**config.mk**
```make
export PLATFORM = sky130hd
export DESIGN_NAME = param_register_file
export DESIGN_NICKNAME = d
export VERILOG_FILES = /design/src/rtl/param_register_file.sv
export SDC_FILE = /design/constraint.sdc
export NUM_CORES = 1
export LEC_CHECK = 0
export CORE_ASPECT_RATIO = 1.4
export CORE_MARGIN = 2
export CORE_UTILIZATION = 48
export CTS_BUF_LIST = sky130_fd_sc_hd__clkbuf_8
export DETAILED_ROUTE_END_ITERATION = 8
export PLACE_DENSITY = 0.68
export SYNTH_ARGS = -nofsm -noshare
export SYNTH_HDL_FRONTEND = slang
export SYNTH_SLANG_ARGS = --single-unit
```
**constraint.sdc**
```tcl
create_clock -name clk -period 11.09 [get_ports clk]
set_input_delay 1.109 -clock clk [delete_from_list [all_inputs] [get_ports clk]]
set_output_delay 1.109 -clock clk [all_outputs]
set_load 0.1 [all_outputs]
```
**src/rtl/param_register_file.sv**
```systemverilog
// Parameterised two-read/one-write register file that self-clears through an INIT sweep of NUM_REGS cycles.
// Read latency 1 cycle (a/b/rd_valid registered); ready low while INIT runs, reads and writes ignored then.
// Optional REGFILE_BYPASS_EN forwards same-edge write_data to matching read ports.
module param_register_file #(
    parameter int DATA_W   = 32,
    parameter int ADDR_W   = 5,
    parameter int NUM_REGS = 8,
    parameter int ZERO_REG = 0
) (
    input  logic              clk,
    input  logic              reset,
    input  logic [ADDR_W-1:0] rs,
    input  logic [ADDR_W-1:0] rt,
    input  logic              rd_en,
    input  logic [ADDR_W-1:0] write_reg,
    input  logic              RegWrite,
    input  logic [DATA_W-1:0] write_data,
    input  logic              init_req,
    output logic [DATA_W-1:0] a,
    output logic [DATA_W-1:0] b,
    output logic              rd_valid,
    output logic              ready
);
    localparam int IDX_W = (NUM_REGS > 1) ? $clog2(NUM_REGS) : 1;

    typedef enum logic {INIT, RUN} state_t;

    state_t            state;
    logic [IDX_W-1:0]  idx;
    logic [DATA_W-1:0] regs [NUM_REGS];
    logic              wr_ok;
    logic [DATA_W-1:0] rd_a;
    logic [DATA_W-1:0] rd_b;

    function automatic logic addr_ok(input logic [ADDR_W-1:0] addr);
        return int'(addr) < NUM_REGS;
    endfunction

    function automatic logic is_zero(input logic [ADDR_W-1:0] addr);
        return (ZERO_REG != 0) && (addr == '0);
    endfunction

    function automatic logic [DATA_W-1:0] read_port(input logic [ADDR_W-1:0] addr);
        logic [DATA_W-1:0] v;
        v = '0;
        if (addr_ok(addr) && !is_zero(addr)) begin
            v = regs[addr[IDX_W-1:0]];
`ifdef REGFILE_BYPASS_EN
            if (wr_ok && (write_reg == addr))
                v = write_data;
`endif
        end
        return v;
    endfunction

    // A write coinciding with init_req is dropped: the sweep starts on that edge.
    always_comb begin
        wr_ok = (state == RUN) && RegWrite && !init_req &&
                addr_ok(write_reg) && !is_zero(write_reg);
        rd_a  = read_port(rs);
        rd_b  = read_port(rt);
    end

    // Storage carries no reset; contents are cleared by the INIT sweep instead.
    always_ff @(posedge clk) begin
        if (state == INIT)
            regs[idx] <= '0;
        else if (wr_ok)
            regs[write_reg[IDX_W-1:0]] <= write_data;
    end

    always_ff @(posedge clk or negedge reset) begin
        if (!reset) begin
            state    <= INIT;
            idx      <= '0;
            ready    <= 1'b0;
            rd_valid <= 1'b0;
            a        <= '0;
            b        <= '0;
        end else begin
            case (state)
                INIT: begin
                    rd_valid <= 1'b0;
                    if (int'(idx) == NUM_REGS - 1) begin
                        state <= RUN;
                        ready <= 1'b1;
                        idx   <= '0;
                    end else begin
                        idx <= idx + 1'b1;
                    end
                end
                RUN: begin
                    rd_valid <= rd_en;
                    if (rd_en) begin
                        a <= rd_a;
                        b <= rd_b;
                    end
                    if (init_req) begin
                        state <= INIT;
                        ready <= 1'b0;
                        idx   <= '0;
                    end
                end
                default: state <= INIT;
            endcase
        end
    end
endmodule

```
# ---- Yosys cells after proc, flatten, opt, wreduce, memory -nomap -nowiden
# Memory sizes are Yosys's and may differ from the RTL's.
# Cells that the tools add are included.
dict set report totals {
  n_memories 1
  out_inout_bits 66
  mem_bits_rw 256
  word_cells 41
  regBits 70
}
# name words width read_ports rd_ports_with_merged_regs write_ports line
set mem_list {}
lappend mem_list {regs 8 32 2 0 1 30} ;# logic [DATA_W-1:0] regs [NUM_REGS];
dict set report classes {
  reduce_logical 7
  add_sub_neg 1
  bitwise_logic 1
  eq_ne 3
  order_cmp 3
  n_mux 19
}
# cell n
set op_table {}
lappend op_table {{2-to-1 mux 32 bit} 3}
lappend op_table {{OR reduction 32 bit} 1}
lappend op_table {{less-than comparator 5 x 4 -> 1 bit, second input constant} 3}
lappend op_table {{2-to-1 mux 1 bit} 9}
lappend op_table {{2-to-1 mux 3 bit} 3}
lappend op_table {{one-hot mux 1 bit (2 select lines)} 3}
lappend op_table {{one-hot mux 3 bit (2 select lines)} 1}
lappend op_table {{AND reduction 2 bit} 2}
lappend op_table {{adder 3 x 1 -> 3 bit, second input constant} 1}
lappend op_table {{equality test 3 x 1 -> 1 bit, second input constant} 1}
lappend op_table {{logical AND 1 bit} 3}
lappend op_table {{!= test 2 x 1 -> 1 bit, second input constant} 1}
lappend op_table {{!= test 2 bit, second input constant} 1}
lappend op_table {{zero test 1 bit} 1}
lappend op_table {{NOT 1 bit} 1}

# ---- Depth between registers and ports, before layout
# Gate-level depths: netlist of run 1.
dict set report logic_depth {
  depth_word 8
  ltp_mapped 6
}

# ---- Worst setup path after synthesis of run 1
# No wires, ideal clock.
dict set report synth_path {
  kind {input to register}
  startpoint {input write_reg[4]}
  endpoint {memory regs[2][0], enable pin}
  setup_slack_ns 6.529
  arrival_time_ns 4.088
  path_stages 3
  t_required_ns 10.618
  path_cell_list {and4bb_2 -> nand3_1 -> o32ai_1}
}
dict set report synth_between {
  elab_chain_len 7
  word_cells_on_any_way 8
  classes_between {order compare (1); mux (5); reduce/logical (2)}
}
# element line
set synth_rtl {}
lappend synth_rtl {{start: declaration} 15} ;# input logic [ADDR_W-1:0] write_reg,
lappend synth_rtl {{less-than comparator 5 x 4 -> 1 bit *} 36} ;# return int'(addr) < NUM_REGS;
lappend synth_rtl {{logical AND 1 bit *} 58} ;# wr_ok = (state == RUN) && RegWrite && !init_req &&
lappend synth_rtl {{2-to-1 mux 1 bit *} 68} ;# else if (wr_ok)
lappend synth_rtl {{2-to-1 mux 1 bit *} 66} ;# if (state == INIT)
lappend synth_rtl {{2-to-1 mux 1 bit (implied by the code) *} 69} ;# regs[write_reg[IDX_W-1:0]] <= write_data;
lappend synth_rtl {{OR reduction 32 bit (no line)} -}
lappend synth_rtl {{2-to-1 mux 3 bit (no line) / 2-to-1 mux 1 bit (equally long branches)} -}
lappend synth_rtl {{end: declaration} 30}
# Mark *: on every way between the ends. The rest lies on a longest branch, timed or not.

# ---- Worst setup path in the final report of run 1
dict set report layout_path {
  startpoint {input write_reg[3]}
  endpoint {memory regs[2][16], enable pin}
}
# Same word-level chain as after synthesis.

==> flow_summary.yaml, run 1 <==
synthesis:
  netlist_top_cells_area: "edfxtp_1 (52%), dfrtp_1 (12%), mux2_2 (9.7%)"
  synth_cell_type_count: 29
  syn_inst: 922
  synthXorXnorAreaFrac_pct: 0
  synth.most_common_cell: "edfxtp_1"
  synth.area.mux_share_pct: 19.40
  synth_common_cells: "edfxtp_1 (256), mux2_2 (128), nand2_1 (72)"
  synth_fa_ha_area_share_pct: 0.1684
  synth_top_area_share_pct: 51.74
  ys_ff_latch: 326
  async_flop_share_pct: 21.47
  syn_area_per_cell_sq_um: 16.11
  synth-compound-area-share_pct: 8.615
  synth_warnings: 0
  synth-simple-area-share_pct: 5.491
  syn_area_sq_um: 14860
  synth_flop_cell: "edfxtp_1"
  synth_top_family_by_area: "multiplexers"
  synth_nets: 976
  yosysSeqAreaShare_pct: 63.53
  synth_edf_count: 256
  yosysTopAreaCell: "edfxtp_1"
finish:
  final_cells: 1466
  drive_gt1_share_pct: 33.09
  postLayoutCellArea_sq_um: 17280
  syn_to_final_growth_pct: 16.34
  fin_nets: 1092
  num_antenna_cells: 0
timing:
  rsz0062_at_grt: "false"
  tns_ps: 0
  layout_min_cycle_time_ps: 4029
  final-setup-viol-count: 0
  fin_crit_sh_pct: 36.33
  worstMarginPinSlew_ps: 1123
  fmax_mhz: 248.2
  finalMaxSlewViolations: 0
  hold_viol_final: 0
  relSlewSlack_pct: 25.12
  clock_skew_ps: 22.36
route:
  route.vias.total: 8720
  ant_nets: 0
  drt-vias-per-instance: 5.948
  wl_um: 35080
  drtIter0Drc: 648
  wl_per_cell_um: 23.93
  drc: 0
  drt_pass1_iterations: 5
floorplan:
  coreArea_sq_um: 30620
  fp.dieH_um: 212.2
  rows: 76
  die_w_um: 152.7
  initial_utilization_pct: 48.52
  fp.dieArea_sq_um: 32400
  ios: 118
worst_setup_path:
  reg2reg_depth: 4
  cp-end-kind: "register"
  rr_startpoint: "state"
  cp_data_arrival_time_ps: 4260
  r2r-end: "regs[2][16]"
  required_ps: 11320
  r2r_slack_ps: 7690
  cp-start-kind: "input pin"
  crit_type: "input pin to register"
  worstPathMaxFanout: 33
placed_design:
  place_inst: 1378
  dp_hpwl_um: 20350
  place.gp.congestion: 0.7601
  port_buffers: 117
  dpl-instance-area_sq_um: 16370
clocking:
  cts_tree: "built"
  post_cts_resized: 0
  path_clk_slew_ps: 70
  ctsHoldBuffers: 0
  insertion_delay_ps: 570
  cts_setup_buffers: 0
  cts_buffers: 48
  cts_buffer_depth: 3
  cts.sinks: 326
  cts_max_level: 2
  cts_root_buffer: "clkbuf_8"
grt:
  grtUsageTotal_pct: 21.88
  grt_pass1_wl_um: 53610
  grt_max_degree: 71
  grt_pass1_vias: 9309
  antenna_found_initial: 0
  overflow: 0
run:
  cap_violations: 0
power_and_ir_drop:
  power.share.clock_pct: 22.9
  power_frac_seq_pct: 45.2
  power_switching_uw: 1457
  pwr-share-comb_pct: 31.9
  internal-power_uw: 2567
  irDropWorstVdd_uv: 109.9
  power.density_nw_per_um2: 232.8
  leakage_uw: 0.006208
  switching_share_pct: 36.22
worst_hold_path:
  min_from: "b[23]"
  min_to: "b[23]"
  hold_depth: 2
  hold_path_class: "register to register"
status:
  outcome: "finished, final reports clean"
-- power by group through the flow --
stage	clock (uW)	sequential [uW]	combinational, uW
floorplan	0	2200	544
global placement	0	1820	1280
detailed placement	0	1840	1290
CTS	940	1820	1300
global route	990	1850	1350
finish	922	1820	1280
-- critical path: stages --
cell	delay (ps)
clkdlybuf4s50_1	450
inv_1	770
nand3_1	550
o32ai_4	920
buf_4	440
-- placed cells by master (no fill, tap or decap), drive strengths merged, types with 3 or more instances in the layout --
cell type        n
a21o             3
and3            32
buf             26
clkbuf          54
clkdlybuf4s50  112
clkinv          20
dfrtp           70
edfxtp         256
inv             17
mux2           128
mux4            64
nand2           72
nand2b           5
nor2            65
o22ai           67
o31ai           64
-- layer usage --
metal | global-route usage, % | share of wire (%)
met2 | 40.24 | 54
met3 | 2.894 | 4.4
met4 | 6.354 | 1.8
met5 | 0 | 0
met1 | 27.10 | 39
-- sequential cells by signal, summed over array words and instances (netlist names) --
register  count
regs        256
idx           3
ready         1
b            32
state         1
a            32
rd_valid      1
-- final cells by class --
type                       count  area, sq um
multi-input combinational    519         5111
tap                          390        488.0
fill                        2393        13340
timing repair buffer         138         1311
clock inverter                34        172.7
sequential                   326         9439
clock buffer                  54        743.2
inverter                       5        18.77
-- kinds of logic after synthesis --
logic type	after synthesis
buffers and inverters	77
flip-flops	326
adder cells (fa/ha/maj)	2
multiplexers	192
AO/OA/AOI/OAI	141
AND/OR/NAND/NOR	184
-- worst max-delay path by stage --
| stage | startpoint | endpoint | slack (ps) | cells past startpoint |
|---|---|---|---|---|
| 2_1_floorplan | write_reg[4] | regs[2][0] | 6530 | 3 |
| 3_3_place_gp | write_reg[3] | regs[2][18] | 6550 | 5 |
| 3_5_place_dp | write_reg[3] | regs[2][18] | 6500 | 5 |
| 4_1_cts | write_reg[3] | regs[2][16] | 7100 | 5 |
| 5_1_grt | write_reg[3] | regs[2][16] | 6880 | 5 |
| 6_report | write_reg[3] | regs[2][16] | 7060 | 5 |
-- stage by stage --
step                      hold slack [ps]  total power (uW)  setup slack (ps)  util [%]
after floorplan                     492.6              2747              6529         -
after global placement              463.4              3099              6553     53.46
after detailed placement            471.8              3132              6501     53.46
after CTS                           486.2              4053              7100     56.45
after global routing                503.4              4196              6883     56.45
final                               478.6              4024              7061     56.45
Note: power is estimated with default switching activity, not from simulation.
==> run 2, diff against run 1 <==
Settings changed: PLACE_DENSITY 0.68 to 0.7.
Clock period 11.09 ns to 3.25 ns, I/O delays scaled along.
==> flow_summary.yaml, run 2 (same netlist as run 1, synthesis figures left out) <==
placed_design:
  dpl-instance-area_sq_um: 16580
  place.gp.congestion: 0.7345
  dp_hpwl_um: 23040
  port_buffers: 117
  place_inst: 1395
worst_setup_path:
  path_cells: "clkdlybuf4s50_1"
  required_ps: 2920
  cp-start-kind: "register"
  max_stage_delay_ps: 1160
  timing.critical_path.buf_inv: 1
  cp-end-kind: "primary output"
  crit_family: "buffers and inverters"
  r2r_slack_ps: 1020
  crit_type: "register to primary output"
  cp_data_arrival_time_ps: 2170
  worstPathMaxFanout: 2
  worst_path_max_delay_cell: "clkdlybuf4s50_1"
route:
  wl_um: 37220
  ant_nets: 0
  drc: 0
  drtIter0Drc: 573
  drt_pass1_iterations: 4
  route.vias.total: 8833
  drt-vias-per-instance: 5.932
  wl_per_cell_um: 24.99
clocking:
  cts_root_buffer: "clkbuf_8"
  path_clk_slew_ps: 70
  cts_buffer_depth: 3
  cts_buffers: 49
  cts.sinks: 326
  cts_setup_buffers: 0
  post_cts_resized: 0
  cts_max_level: 2
  cts_tree: "built"
  insertion_delay_ps: 580
timing:
  rsz0062_at_grt: "false"
  hold_viol_final: 0
  finalMaxSlewViolations: 0
  fmax_mhz: 401.2
  worstMarginPinSlew_ps: 1000
  final-setup-viol-count: 0
  relSlewSlack_pct: 33.12
  clock_skew_ps: 15.93
  fin_crit_sh_pct: 76.69
  layout_min_cycle_time_ps: 2492
grt:
  overflow: 0
  grt_pass1_wl_um: 56450
  grtUsageTotal_pct: 23.20
  antenna_found_initial: 1
  grt_pass1_vias: 9557
  grt_max_degree: 71
finish:
  reg_top3: "regs (256), a (32), b (32)"
  final_cells: 1489
  drive_gt1_share_pct: 34.70
  regMostFlops: "regs"
  postLayoutCellArea_sq_um: 17650
  largest_register_ffs: 256
  fin_nets: 1111
  final_cell_mix: "edfxtp_1 (256), mux2_2 (128), clkdlybuf4s50_1 (112)"
  layout_commonest_cell: "edfxtp_1"
  syn_to_final_growth_pct: 18.82
worst_hold_path:
  hold_path_class: "input pin to register"
status:
  outcome: "finished, final reports clean"
power_and_ir_drop:
  leakage_uw: 0.006369
  power.density_nw_per_um2: 812.7
  irDropWorstVdd_uv: 408.5
floorplan:
  initial_utilization_pct: 48.52
  fp.dieH_um: 212.2
  ios: 118
  die_w_um: 152.7
  coreArea_sq_um: 30620
  fp.dieArea_sq_um: 32400
  rows: 76
run:
  cap_violations: 0
run 2: cell count changes in the layout (fill, tap and decap cells not counted), sizes merged:
| cell | change |
|---|---|
| bufinv | +5 |
| clkinv | +7 |
| diode | +1 |
| inv | -7 |
| buf | +17 |
| clkbuf | -1 |
| dlygate4sd3 | +1 |
run 2: what timing repair did:
action                                 CTS  global route
setup endpoints to repair                0             0
hold buffers                             1             0
endpoints found under the hold margin   70             0
run 2: metrics by stage:
step	total power, uW	TNS, ps	utilization (%)	worst slack [ps]	hold slack [ps]
6_report	14350	0	57.65	757.6	385.1
3_5_place_dp	10840	0	54.16	667.5	475.3
4_1_cts	14440	0	57.65	730.4	352.9
3_3_place_gp	10700	0	54.16	654.9	468.2
2_1_floorplan	9375	-34600	-	-540.6	29.41
5_1_grt	14920	0	57.65	721.9	374.8
run 2: path summary, 6_finish.rpt:
path / to / depth (start not counted) / from
max: a[7] / 1 / a[7]
min: ready / 2 / init_req
max reg2reg: regs[6][18] / 4 / state
min reg2reg: a[22] / 2 / a[22]
max in group asynchronous: a[15] / 2 / reset
min in group asynchronous: state / 2 / reset
run 2: power by group:
group / internal (uW) / total [uW] / switching (uW)
Sequential: 5740 / 6240 / 500
Clock: 2000 / 3610 / 1610
Combinational: 1490 / 4500 / 3010
Total: 9230 / 14300 / 5120
run 2: area by class of cell:
type	instances	area (sq um)
Clock buffer	53	729.5
Timing Repair Buffer	156	1536
Multi-Input combinational cell	519	5111
Fill cell	2432	12970
Clock inverter	39	327.8
Antenna cell	1	2.502
Tap cell	390	488.0
Inverter	5	18.77
Sequential cell	326	9439
run 2: routing by layer:
metal,GRT usage [%],part of all wire (%),vias up
met3,3.343,4.7,80
met1,27.27,38,4549
li1,-,-,3929
met4,9.068,3.1,0
met5,0,0,-
met2,42.94,54,275
==> run 3, diff against run 2 <==
Clock period 3.25 ns to 2.2 ns, I/O delays scaled along.
==> flow_summary.yaml, run 3 (same netlist as run 1, synthesis figures left out) <==
grt:
  grt_pass1_vias: 9584
  grt_max_degree: 71
  grtUsageTotal_pct: 22.87
  antenna_found_initial: 1
  overflow: 0
  grt_pass1_wl_um: 55880
worst_setup_path:
  cp-start-kind: "register"
  worstPathMaxFanout: 17
  max_stage_delay_ps: 440
  rr_startpoint: "state"
  worst_path_max_delay_cell: "dfrtp_1"
  cp_data_arrival_time_ps: 2250
  crit_type: "register to register"
  r2r-end: "regs[4][15]"
  startpoint: "state"
  timing.critical_path.buf_inv: 2
  path_cells: "and4bb_2, nor4b_1, buf_4, o2bb2ai_4, buf_12"
  reg2reg_depth: 5
  crit_family: "simple AND/OR/NAND/NOR gates"
  required_ps: 2480
  cp-end-kind: "register"
  r2r_slack_ps: 230
clocking:
  ctsHoldBuffers: 1
  cts_buffer_depth: 3
  cts_max_level: 2
  cts_buffers: 48
  post_cts_resized: 0
  cts_root_buffer: "clkbuf_8"
  cts_tree: "built"
  cts_setup_buffers: 0
  path_clk_slew_ps: 70
  cts.sinks: 326
  insertion_delay_ps: 580
floorplan:
  rows: 76
  ios: 118
  die_w_um: 152.7
  fp.dieArea_sq_um: 32400
  fp.dieH_um: 212.2
  initial_utilization_pct: 48.52
  coreArea_sq_um: 30620
worst_hold_path:
  min_from: "rs[2]"
  hold_depth: 3
  min_to: "a[9]"
  hold_path_class: "input pin to register"
finish:
  reg_top3: "regs (256), a (32), b (32)"
  largest_register_ffs: 256
  syn_to_final_growth_pct: 19.14
  drive_gt1_share_pct: 41.21
  regMostFlops: "regs"
  final_cell_mix: "edfxtp_1 (256), mux2_2 (128), buf_4 (99)"
  layout_commonest_cell: "edfxtp_1"
  fin_nets: 1123
  final_cells: 1500
timing:
  layout_min_cycle_time_ps: 1971
  final-setup-viol-count: 0
  rsz0062_at_grt: "false"
  holdWs_ps: 105.9
  fmax_mhz: 507.3
  worstMarginPinSlew_ps: 989.9
  finalMaxSlewViolations: 0
  clock_skew_ps: 13.19
  fin_crit_sh_pct: 89.61
  relSlewSlack_pct: 34.01
  hold_viol_final: 0
placed_design:
  dp_hpwl_um: 23540
  place.gp.congestion: 0.7849
  port_buffers: 117
  place_inst: 1408
route:
  ant_nets: 0
  wl_per_cell_um: 24.53
  drt-vias-per-instance: 5.949
  wl_um: 36790
  route.vias.total: 8923
  drc: 0
  drt_pass1_iterations: 4
  drtIter0Drc: 589
power_and_ir_drop:
  leakage_uw: 0.006603
  power.density_nw_per_um2: 1187
  irDropWorstVdd_uv: 501.7
status:
  outcome: "finished, final reports clean"
run:
  cap_violations: 0
-- run 3: worst max path at each step --
stage                  end  cells after the start
3_5_place_dp   regs[5][19]                      6
4_1_cts        regs[5][16]                      5
2_1_floorplan   regs[3][0]                      3
6_report       regs[4][15]                      5
3_3_place_gp   regs[5][18]                      6
5_1_grt        regs[4][16]                      5
-- run 3: stage by stage --
step | utilization (%) | worst slack, ps | setup TNS, ps | cell area (sq um) | power [uW]
final | 57.81 | 228.6 | 0 | 17700 | 21010
after floorplan | - | -710.2 | -74670 | 14880 | 13850
after CTS | 57.80 | 214.9 | 0 | 17700 | 21160
after detailed placement | 54.50 | -23.38 | -660.2 | 16690 | 16130
after global routing | 57.81 | 131.7 | 0 | 17700 | 21900
after global placement | 54.50 | -28.48 | -865.1 | 16690 | 15960
-- run 3: per-layer routing --
metal | GRT usage (%) | vias to the layer above | part of all wire [%]
met3 | 3.098 | 70 | 4.0
met2 | 42.88 | 240 | 54
li1 | - | 3950 | -
met4 | 9.132 | 0 | 3.2
met1 | 26.42 | 4663 | 39
met5 | 0 | - | 0
-- run 3: layout make-up --
cell class	instances	area, sq um
timing repair buffer	169	1634
fill	2380	12920
antenna	1	2.502
clock buffer	54	743.2
multi-input combinational	519	5119
clock inverter	36	256.5
inverter	5	18.77
tap	390	488.0
sequential	326	9439
-- run 3: worst min-delay path: cells and delay by family --
kind | cells | cell delay (ps)
buf+inv | 1 | 190
simple gates | 1 | 160
compound gates | 1 | 70
-- run 3: report_power, final --
part           switching, uW  internal [uW]
sequential               727           8470
clock                   2320           2730
combinational           4450           2310
total                   7500          13500
